### config.mk
export PLATFORM = sky130hd
export DESIGN_NAME = br_resolve_unit
export DESIGN_NICKNAME = d
export VERILOG_FILES = /design/src/rtl/br_resolve_unit.sv
export SDC_FILE = /design/constraint.sdc
export NUM_CORES = 1
export LEC_CHECK = 0
export CORE_MARGIN = 1.5
export CORE_UTILIZATION = 55
export CTS_BUF_LIST = sky130_fd_sc_hd__clkbuf_4 sky130_fd_sc_hd__clkbuf_8
export CTS_CLUSTER_SIZE = 14
export DETAILED_ROUTE_END_ITERATION = 12
export PLACE_DENSITY = 0.76
export SLEW_MARGIN = 20
export SYNTH_ARGS = -nofsm -noshare
export SYNTH_HDL_FRONTEND = slang
export SYNTH_SLANG_ARGS = --single-unit
### constraint.sdc
create_clock -name clk -period 12.6 [get_ports clk]
set_input_delay 2.52 -clock clk [delete_from_list [all_inputs] [get_ports clk]]
set_output_delay 2.52 -clock clk [all_outputs]
set_load 0.005 [all_outputs]
### src/rtl/br_resolve_unit.sv
// br_resolve_unit
//   Resolution/training companion to the branch predictor. Fetch enqueues each
//   predicted branch and receives a tag. Execute resolves entries by tag in any
//   order. Entries retire strictly in program order. Every retire produces one
//   registered training update. A mispredicted retire also produces a one-cycle
//   flush with the correct redirect PC, and it discards all younger entries.
//
// Ports
//   clk, rst                 clock, synchronous active-high reset
//   pred_valid/pc/taken/addr fetch-side enqueue of a predicted branch
//   pred_ready, pred_tag     enqueue accepted when pred_valid && pred_ready; tag = tail
//   res_valid/tag/taken/target  execute-side resolution of an in-flight entry
//   upd_valid, upd_pc, br_result, pc_result  registered training update (1-cycle pulse)
//   flush, redirect_pc       registered 1-cycle flush and correct fetch PC
//   count                    number of occupied entries
module br_resolve_unit #(
  parameter int DEPTH = 8,
  parameter int TAG_W = $clog2(DEPTH)
) (
  input  logic             clk,
  input  logic             rst,
  input  logic             pred_valid,
  input  logic [31:0]      pred_pc,
  input  logic             pred_taken,
  input  logic [31:0]      pred_addr,
  output logic             pred_ready,
  output logic [TAG_W-1:0] pred_tag,
  input  logic             res_valid,
  input  logic [TAG_W-1:0] res_tag,
  input  logic             res_taken,
  input  logic [31:0]      res_target,
  output logic             upd_valid,
  output logic [31:0]      upd_pc,
  output logic             br_result,
  output logic [31:0]      pc_result,
  output logic             flush,
  output logic [31:0]      redirect_pc,
  output logic [TAG_W:0]   count
);

  typedef enum logic [0:0] {
    RUN   = 1'b0,
    FLUSH = 1'b1
  } state_t;

  localparam logic [TAG_W-1:0] TAG_ONE  = TAG_W'(1);
  localparam logic [TAG_W:0]   CNT_ONE  = (TAG_W + 1)'(1);
  localparam logic [TAG_W:0]   CNT_FULL = (TAG_W + 1)'(DEPTH);

  // A retired branch mispredicted if the direction differs, or if it was
  // taken to a different target than predicted.
  function automatic logic is_mispredict(input logic        ptaken,
                                         input logic [31:0] paddr,
                                         input logic        ataken,
                                         input logic [31:0] atarget);
    return (ataken != ptaken) || (ataken && (atarget != paddr));
  endfunction

  // Actual next PC of a resolved branch.
  function automatic logic [31:0] next_pc(input logic        ataken,
                                          input logic [31:0] atarget,
                                          input logic [31:0] pc);
    return ataken ? atarget : (pc + 32'd4);
  endfunction

  state_t           state_q;
  logic [TAG_W-1:0] head_q;
  logic [TAG_W-1:0] tail_q;
  logic [TAG_W:0]   count_q;

  logic             valid_q    [DEPTH];
  logic             resolved_q [DEPTH];
  logic [31:0]      pc_q       [DEPTH];
  logic             ptaken_q   [DEPTH];
  logic [31:0]      paddr_q    [DEPTH];
  logic             ataken_q   [DEPTH];
  logic [31:0]      atarget_q  [DEPTH];

  logic             upd_valid_q;
  logic [31:0]      upd_pc_q;
  logic             br_result_q;
  logic [31:0]      pc_result_q;
  logic             flush_q;
  logic [31:0]      redirect_q;

  logic             in_run_s;
  logic             ready_s;
  logic             do_enq_s;
  logic             do_res_s;
  logic             do_ret_s;
  logic             ret_misp_s;
  logic [31:0]      ret_npc_s;
  logic [TAG_W-1:0] head_nxt_s;

  // Handshake and per-cycle enqueue/resolve/retire decisions from registered state.
  always_comb begin
    in_run_s   = (state_q == RUN);
    // No bypass: a full buffer stays not-ready even if the head retires this cycle.
    ready_s    = in_run_s && !rst && (count_q != CNT_FULL);
    do_enq_s   = pred_valid && ready_s;
    // Entry bits are registered, so a resolve aimed at the slot being enqueued is ignored.
    do_res_s   = in_run_s && res_valid && valid_q[res_tag] && !resolved_q[res_tag];
    do_ret_s   = in_run_s && valid_q[head_q] && resolved_q[head_q];
    ret_npc_s  = next_pc(ataken_q[head_q], atarget_q[head_q], pc_q[head_q]);
    ret_misp_s = do_ret_s && is_mispredict(ptaken_q[head_q], paddr_q[head_q],
                                           ataken_q[head_q], atarget_q[head_q]);
    head_nxt_s = head_q + TAG_ONE;
  end

  // Buffer, pointers, FSM and registered update/flush outputs.
  always_ff @(posedge clk) begin
    if (rst) begin
      state_q     <= RUN;
      head_q      <= '0;
      tail_q      <= '0;
      count_q     <= '0;
      for (int i = 0; i < DEPTH; i++) begin
        valid_q[i]    <= 1'b0;
        resolved_q[i] <= 1'b0;
      end
      upd_valid_q <= 1'b0;
      upd_pc_q    <= 32'd0;
      br_result_q <= 1'b0;
      pc_result_q <= 32'd0;
      flush_q     <= 1'b0;
      redirect_q  <= 32'd0;
    end else begin
      upd_valid_q <= 1'b0;
      flush_q     <= 1'b0;
      case (state_q)
        RUN: begin
          if (do_ret_s) begin
            upd_valid_q        <= 1'b1;
            upd_pc_q           <= pc_q[head_q];
            br_result_q        <= ataken_q[head_q];
            pc_result_q        <= ret_npc_s;
            valid_q[head_q]    <= 1'b0;
            resolved_q[head_q] <= 1'b0;
            head_q             <= head_nxt_s;
          end
          if (ret_misp_s) begin
            // Everything younger than the mispredicted branch is wrong-path work.
            for (int i = 0; i < DEPTH; i++) begin
              valid_q[i]    <= 1'b0;
              resolved_q[i] <= 1'b0;
            end
            tail_q     <= head_nxt_s;
            count_q    <= '0;
            flush_q    <= 1'b1;
            redirect_q <= ret_npc_s;
            state_q    <= FLUSH;
          end else begin
            if (do_enq_s) begin
              valid_q[tail_q]    <= 1'b1;
              resolved_q[tail_q] <= 1'b0;
              pc_q[tail_q]       <= pred_pc;
              ptaken_q[tail_q]   <= pred_taken;
              paddr_q[tail_q]    <= pred_addr;
              tail_q             <= tail_q + TAG_ONE;
            end
            if (do_res_s) begin
              resolved_q[res_tag] <= 1'b1;
              ataken_q[res_tag]   <= res_taken;
              atarget_q[res_tag]  <= res_target;
            end
            if (do_enq_s && !do_ret_s) begin
              count_q <= count_q + CNT_ONE;
            end else if (!do_enq_s && do_ret_s) begin
              count_q <= count_q - CNT_ONE;
            end
          end
        end
        FLUSH: begin
          state_q <= RUN;
        end
        default: begin
          state_q <= RUN;
        end
      endcase
    end
  end

  assign pred_ready  = ready_s;
  assign pred_tag    = tail_q;
  assign upd_valid   = upd_valid_q;
  assign upd_pc      = upd_pc_q;
  assign br_result   = br_result_q;
  assign pc_result   = pc_result_q;
  assign flush       = flush_q;
  assign redirect_pc = redirect_q;
  assign count       = count_q;

endmodule

==> out/metrics.cfg, run 1 <==
[run_status]
status=complete, no violations

[setup_path]
cp-end-kind=flop
slowest_stage=buf_4
path_buf_inv=5
cp-start-kind=flop
slowest_delay_ns=0.83
required_ns=12.99
cp_cell_sequence=buf_4 > buf_4 > mux4_2 > mux2i_1 > xnor2_1 > nand4_1 > nor4_2 > and4_4 > nor2_4 > buf_4 > nor2_4 > buf_4 > buf_4
cp_max_fo=58
r2r_setup_slack_ns=5.86
path_delay_family=buffers and inverters
cpMostUsedCell=buf_4
criticalPathCategory=flop to flop
worst-endpoint-arrival_ns=7.13

[cells_and_area]
nets=2532
utilization_pct=64.7
drive_above_1_share_pct=21.2
syn2layout_area_growth_pct=15.9
final_cells=3397
nFillCells=4467
final_cell_area_um2=42800

[timing]
hold_violations=0
setup_tns_ns=0
hold_slack_ns=0.452
fin_crit_ns=6.74
rsz0062_at_grt=false
skew_ns=0.0545
slew-limit-headroom_pct=19.3
finalSetupViolCount=0
period_share_pct=53.5
tightest_slew_ns=1.21
drv_slew=0
clock.fmax_mhz=148

[synth]
synth-seq-cells=913
syn-cell-area_um2=36900
synth-edff-count=784
ys_async_sr_fraction_pct=0
syn_area_per_cell_um2=17.3
yosys_warnings=0
ys_seq_area_share_pct=70.8
yosys.area.top_type_share_pct=63.8
ys_top_cells_by_area=edfxtp_1, mux4_2, dfxtp_1, mux2i_1, xnor2_1
yosys.area.top_type=edfxtp_1
synth_fp_nets=2251
synth-main-ff-cell=edfxtp_1
syn-instance-count=2138
ys_types=80

[flow_run]
maxCapViolations=0

[global_route]
grt-ovfl-total=0
grt_pass1_vias=21100
antenna_found_initial=4
grt_pass1_wl_mm=137
grt_max_degree=89
grt_usage_pct=27.9

[clock_tree]
cts.sinks=913
cts_resized=0
cts_tree=done
cts_buffer_depth=3
cts_hold_buffers=0
cts_buffers=145
post_cts_buffers=0
clk_pin_slew_worst_paths_ns=0.06
cts_root_buf=clkbuf_8
clk_latency_ns=0.81
htreeDepth=4

[route]
vias=21300
routedWlPerCell_um=27.9
wirelength_mm=94.7
ant_nets=0
remaining_drc_errors=0
drt_pass1_iterations=5
avgViaCountPerCell=6.27
drt-initial-drc-count=2707

[floorplanning]
io_pins=212
die_h_um=262
fp.dieArea_um2=68700
coreArea_um2=66100
rows=94
start_util_pct=55.9
chipWidth_um=262

[placed_design]
place.port_buffers=211
gp_congestion=0.890
dpl-instance-area_um2=39800
placedCellCount=3135
place_hpwl_mm=59.1

[pwr]
pwr_density_cell_nw_per_um2=142
p_int_w=0.00479
clkPwrFrac_pct=41.7
power.leakage_nw=13.3
seqPwrFrac_pct=54.5
peakVddDrop_mv=0.0931
comb_power_share_pct=3.8
switching_share_pct=21.4
p_switching_w=0.00131

[min_path]
holdCritPathClass=flop to flop

==> synth_stat cells, types with 13 or more instances <==
cell	instances
a211oi_1	46
mux2_2	42
dfxtp_1	129
buf_2	20
mux2i_1	125
and2_1	13
a22oi_1	19
edfxtp_1	784
clkbuf_1	51
nand2_1	106
mux4_2	142
nor2_1	125
nand4_1	18
nor4_1	19
o22ai_1	22
xor2_1	26
nor2b_1	20
nor3_1	26
nand3_1	38
a21oi_1	62
xnor2_1	66
buf_6	28
==> final timing paths <==
path                     to  startpoint  cells after the start
min              upd_pc[22]  upd_pc[22]                      2
min reg2reg      upd_pc[22]  upd_pc[22]                      2
max          paddr_q[5][21]        flop                     13
max reg2reg  paddr_q[5][21]        flop                     13
==> routing by layer <==
| metal | GRT usage, % | share of wire [%] | vias up |
|---|---|---|---|
| li1 | - | - | 9095 |
| met1 | 37.8 | 39 | 10800 |
| met2 | 44.4 | 48 | 1270 |
| met3 | 7.53 | 10 | 178 |
| met4 | 8.81 | 2.5 | 0 |
| met5 | 0 | 0 | - |
==> layout by cell type, fill, tap and decap left out, types with 37 or more instances in the layout <==
master	synthesis	routed
clkdlybuf4s50_1	0	210
edfxtp_1	784	784
mux2i_1	125	124
mux2_2	42	42
buf_4	10	37
nand2_1	106	106
a21oi_1	62	62
nand3_1	38	38
xnor2_1	66	66
nor2_1	125	109
dfxtp_1	129	126
clkbuf_4	0	63
mux4_2	142	142
clkbuf_8	0	155
a211oi_1	46	46
==> stage by stage <==
stage               setup slack, ns  total power (W)
floorplan                      5.82          0.00348
global placement               6.03          0.00361
detailed placement             5.98          0.00361
CTS                            5.91          0.00612
global route                   5.72          0.00627
finish                         5.86          0.00610
==> flip-flops by register name (all words and copies together) (netlist names), 3 cells and up, named ones only <==
signal       count
ataken_q         8
atarget_q      256
count            4
head_q           3
paddr_q        256
pc_q           256
pc_result       32
pred_tag         3
ptaken_q         8
redirect_pc     32
resolved_q       8
upd_pc          32
valid_q          8
==> cell families (layout without fill, tap and decap cells) <==
kind of cell / count (synthesis) / count (layout) / share of synthesized area, %
XOR/XNOR: 92 / 92 / 2.18
other: 0 / 3 / 0
adder cells (fa/ha/maj): 8 / 8 / 0.291
AND/OR/NAND/NOR: 409 / 409 / 5.47
AO/OA/AOI/OAI: 271 / 271 / 5.33
buffers and inverters: 131 / 523 / 2.37
flip-flops: 913 / 913 / 70.8
multiplexers: 314 / 314 / 13.6
==> worst register-to-register path, delay by kind of cell, from the launching register on <==
family | cells | cell delay (ns)
buffers and inverters | 5 | 3.13
multiplexers | 2 | 0.90
XOR/XNOR | 1 | 0.16
flip-flops | 1 | 0.82
AND/OR/NAND/NOR | 5 | 1.31
==> area by class of cell <==
cell class                      count  area, um2  share of cell area (%)
Sequential cell                   913      26100                    61.1
Antenna cell                        3       7.51                  0.0175
Multi-Input combinational cell   1094      10100                    23.5
Clock inverter                     40        337                   0.787
Inverter                            9       33.8                  0.0790
Clock buffer                      218       2610                    6.09
Timing Repair Buffer              256       2510                    5.87
Tap cell                          864       1080                    2.53
==> power groups by stage <==
stage | logic (W) | clock network (W) | registers, W
finish | 0.000231 | 0.00254 | 0.00332
detailed placement | 0.000227 | 0 | 0.00339
global placement | 0.000221 | 0 | 0.00339
floorplan | 0.0000986 | 0 | 0.00339
CTS | 0.000228 | 0.00257 | 0.00332
global route | 0.000244 | 0.00270 | 0.00332
No activity file was read; power rests on OpenSTA's default activity.
==> inputs of run 2 (changes only) <==
==> constraint.sdc (replaced) <==
create_clock -name clk -period 6.68 [get_ports clk]
set_input_delay 1.336 -clock clk [delete_from_list [all_inputs] [get_ports clk]]
set_output_delay 1.336 -clock clk [all_outputs]
set_load 0.005 [all_outputs]
==> run 2 against run 1 <==
Net effect: count of clock-buffer cells in the layout decreased by 14; cell area is 0.48% higher; sequential cell count unchanged; via count grew 0.14%; critical path depth decreased by 1; sequential share of layout area down 0.29 points; sequential power grew 89%; routed wire length up 0.81%; worst hold slack better by 0.0017 ns; final cell count up 0.74%.
==> out/metrics.cfg, run 2 (synthesis gave the netlist of run 1 again) <==
[route]
drt_pass1_iterations=5
vias=21300
remaining_drc_errors=0
avgViaCountPerCell=6.23
wirelength_mm=95.5
drt-initial-drc-count=2721
routedWlPerCell_um=27.9
ant_nets=0

[timing]
skew_ns=0.0451
clock.fmax_mhz=192
rsz0062_at_grt=false
finalSetupViolCount=0
slew-limit-headroom_pct=28.4
setup_tns_ns=0
hold_violations=0
hold_slack_ns=0.454
period_share_pct=77.9
fin_crit_ns=5.20
drv_slew=0
tightest_slew_ns=1.07

[setup_path]
cpMostUsedCell=buf_4
worst-endpoint-arrival_ns=5.60
slowest_delay_ns=0.88
slowest_stage=dfxtp_4
cp-start-kind=flop
criticalPathCategory=flop to flop
cp_cell_sequence=buf_4 > buf_4 > mux2_2 > o22ai_1 > or3_1 > nand4b_1 > nor4_2 > and4_4 > nor2_4 > buf_12 > nor2_4 > buf_4
required_ns=7.08
cp-end-kind=flop
cp_max_fo=46

[cells_and_area]
utilization_pct=65.0
layout_common_cells=edfxtp_1, clkdlybuf4s50_1, clkbuf_8
nFillCells=4437
drive_above_1_share_pct=21.2
final_cell_area_um2=43000
syn2layout_area_growth_pct=16.5
largestRegisters=atarget_q (256), paddr_q (256), pc_q (256)
nets=2539
layout_commonest_cell=edfxtp_1

[clock_tree]
cts_tree=done
cts_hold_buffers=0
clk_pin_slew_worst_paths_ns=0.06
cts_buffer_depth=3
htreeDepth=4
clk_latency_ns=0.80
cts_buffers=144
post_cts_buffers=0
cts_root_buf=clkbuf_8
cts.sinks=913
cts_resized=0

[global_route]
grt_usage_pct=28.3
grtUsageMet3_pct=8.83
grt_pass1_vias=21300
grt_pass1_wl_mm=138
antenna_found_initial=14
grtUsageMet2_pct=43.2
grt-ovfl-total=0
busiest_layer=met2
grt_max_degree=93
grt_use_met1_pct=37.6

[pwr]
power.leakage_nw=13.4
pwr_density_cell_nw_per_um2=267
peakVddDrop_mv=0.153
power_w=0.0115

[floorplanning]
start_util_pct=55.9
coreArea_um2=66100
die_h_um=262
io_pins=212
chipWidth_um=262
fp.dieArea_um2=68700
rows=94

[min_path]
holdCritPathClass=flop to flop

[flow_run]
maxCapViolations=0

[placed_design]
gp_congestion=0.906
place.port_buffers=211
place_hpwl_mm=59.9
dpl-instance-area_um2=40000

[run_status]
status=complete, no violations

run 2: worst paths after layout:
check,slack [ns],to,cells after the start,startpoint
max reg2reg,1.48,pc_q[5][16],12,flop
max,1.48,pc_q[5][16],12,flop
min,0.45,upd_pc[27],2,upd_pc[27]
min reg2reg,0.45,upd_pc[27],2,upd_pc[27]
run 2: worst max-delay path, delay by kind of cell (launching register included):
| kind | cells | cell delay [ns] |
|---|---|---|
| buffers and inverters | 4 | 1.59 |
| flip-flops | 1 | 0.88 |
| AO/OA/AOI/OAI | 1 | 0.23 |
| AND/OR/NAND/NOR | 6 | 1.59 |
| multiplexers | 1 | 0.34 |
run 2: metrics by stage:
stage                     std cells  worst slack (ns)
after floorplan                2138             0.623
after global placement         3142              1.32
after detailed placement       3144              1.53
after CTS                      3412              1.50
after global routing           3420              1.27
final                          3422              1.48
run 2: layer usage:
| metal | up-vias | share of wire (%) | wire [um] |
|---|---|---|---|
| met5 | - | 0.14 | 136 |
| met4 | 4 | 3.3 | 3130 |
| met3 | 178 | 11 | 10200 |
| met2 | 1187 | 47 | 44900 |
| met1 | 10800 | 39 | 37100 |
| li1 | 9149 | - | - |
run 2: power by group:
part | switching [W] | total, W | internal [W]
Clock | 0.00217 | 0.00480 | 0.00263
Sequential | 0.0000231 | 0.00627 | 0.00625
Combinational | 0.000269 | 0.000431 | 0.000162
run 2: layout make-up:
class                           count  area (um2)  area share, %
Inverter                            9        33.8         0.0786
Sequential cell                   913       26100           60.8
Multi-Input combinational cell   1094       10100           23.4
Tap cell                          864        1080           2.51
Clock buffer                      204        2500           5.82
Timing Repair Buffer              264        2680           6.24
Clock inverter                     64         457           1.06
Antenna cell                       10        25.0         0.0582
==> inputs of run 3 (changes only) <==
==> constraint.sdc (replaced) <==
create_clock -name clk -period 5.06 [get_ports clk]
set_input_delay 1.012 -clock clk [delete_from_list [all_inputs] [get_ports clk]]
set_output_delay 1.012 -clock clk [all_outputs]
set_load 0.005 [all_outputs]
==> run 3 against run 2 <==
Net effect: sequential share of layout area is 0.48 points lower; die area stayed put; cell area is 0.80% higher; worst setup slack worse by 0.97 ns; worst hold slack better by 0.0020 ns; routed wire length is 4.5% higher; count of clock-buffer cells in the layout stayed put; global-route usage is 1.4 points higher; critical endpoint is now pc_q[7][22].
==> out/metrics.cfg, run 3 (synthesis gave the netlist of run 1 again) <==
[setup_path]
criticalPathCategory=flop to flop
worst-endpoint-arrival_ns=4.96
cp-end-kind=flop
cp_max_fo=55
required_ns=5.47
cp-start-kind=flop

[floorplanning]
fp.dieArea_um2=68700
coreArea_um2=66100
io_pins=212
chipWidth_um=262
rows=94
start_util_pct=55.9
die_h_um=262

[timing]
clock.fmax_mhz=220
hold_violations=0
skew_ns=0.0431
rsz0062_at_grt=false
setup_tns_ns=0
finalSetupViolCount=0
fin_crit_ns=4.55
period_share_pct=89.9
slew-limit-headroom_pct=18.9
drv_slew=0
tightest_slew_ns=1.21

[route]
drt_pass1_iterations=5
wirelength_mm=99.8
avgViaCountPerCell=6.36
drt-initial-drc-count=2742
ant_nets=0
routedWlPerCell_um=29.0
vias=21900
remaining_drc_errors=0

[global_route]
grt_usage_pct=29.7
grt_pass1_vias=21700
grt_max_degree=89
busiest_layer=met2
grt_use_met1_pct=41.2
grtUsageMet3_pct=7.65
grt-ovfl-total=0
grt_pass1_wl_mm=145
grtUsageMet2_pct=46.3
antenna_found_initial=4

[cells_and_area]
layout_commonest_cell=edfxtp_1
syn2layout_area_growth_pct=17.4
utilization_pct=65.6
nets=2580
nFillCells=4288
seqCellArea_um2=26100
multi_input_area_um2=10100
drive_above_1_share_pct=22.2
layout_common_cells=edfxtp_1, clkdlybuf4s50_1, clkbuf_8
largestRegisters=atarget_q (256), paddr_q (256), pc_q (256)

[run_status]
status=complete, no violations

[clock_tree]
cts_hold_buffers=0
cts_tree=done
cts_buffer_depth=3
cts_resized=0
clk_pin_slew_worst_paths_ns=0.07
post_cts_buffers=0
cts_buffers=140
clk_latency_ns=0.80
cts.sinks=913
cts_root_buf=clkbuf_8
htreeDepth=4

[pwr]
power_w=0.0150
pwr_density_cell_nw_per_um2=345
power.leakage_nw=13.6
peakVddDrop_mv=0.222

[placed_design]
gp_congestion=0.878
place.port_buffers=211
place_hpwl_mm=65.4

[flow_run]
maxCapViolations=0

[min_path]
holdCritPathClass=flop to flop

run 3: cell types whose count changed in the layout (fill, tap and decap cells not counted), moves of 2 or more:
cell / delta
clkinvlp_4: -2
bufinv_16: -2
inv_6: -2
clkinv_1: -5
buf_12: +15
clkinv_2: -3
diode_2: -7
buf_4: +30
run 3: path summary, 6_finish.rpt:
path,cells after the start,from,to,slack (ns)
hold reg to reg,2,upd_pc[23],upd_pc[23],0.46
setup / recovery,10,flop,pc_q[7][22],0.51
setup reg to reg,10,flop,pc_q[7][22],0.51
hold / removal,2,upd_pc[23],upd_pc[23],0.46
run 3: final cells by class:
type                            count  share of cell area, %
Timing Repair Buffer              309                   7.40
Clock buffer                      204                   5.76
Inverter                            9                 0.0780
Multi-Input combinational cell   1094                   23.2
Antenna cell                        3                 0.0173
Tap cell                          864                   2.49
Sequential cell                   913                   60.3
Clock inverter                     48                  0.716
run 3: metal layers:
metal	wire length [um]	share of wire [%]
met2	47400	48
met5	0	0
met4	2650	2.7
met3	10900	11
met1	38800	39
run 3: worst max-delay path, cell delays in order (launching register included):
cell       delay, ns
dfxtp_4         0.77
buf_4           0.33
mux4_2          0.53
xor2_1          0.16
or4_1           0.55
a2111oi_4       0.49
and4_4          0.32
nor2_4          0.05
buf_12          0.21
nor2_4          0.20
buf_12          0.38
run 3: power by group:
group | switching, W | total, W | leakage [nW] | internal (W)
sequential | 0.0000317 | 0.00828 | 8.11 | 0.00824
clock | 0.00277 | 0.00609 | 1.49 | 0.00332
combinational | 0.000368 | 0.000591 | 3.98 | 0.000224
run 3: stage by stage:
step	area (um2)	instances	hold slack (ns)	worst slack, ns
final	43300	3444	0.456	0.512
after global routing	43300	3442	0.477	0.392
after CTS	43300	3441	0.455	0.512
after detailed placement	40500	3189	0.448	0.571
after global placement	40500	3189	0.438	0.643
after floorplan	36900	2138	0.445	-0.997
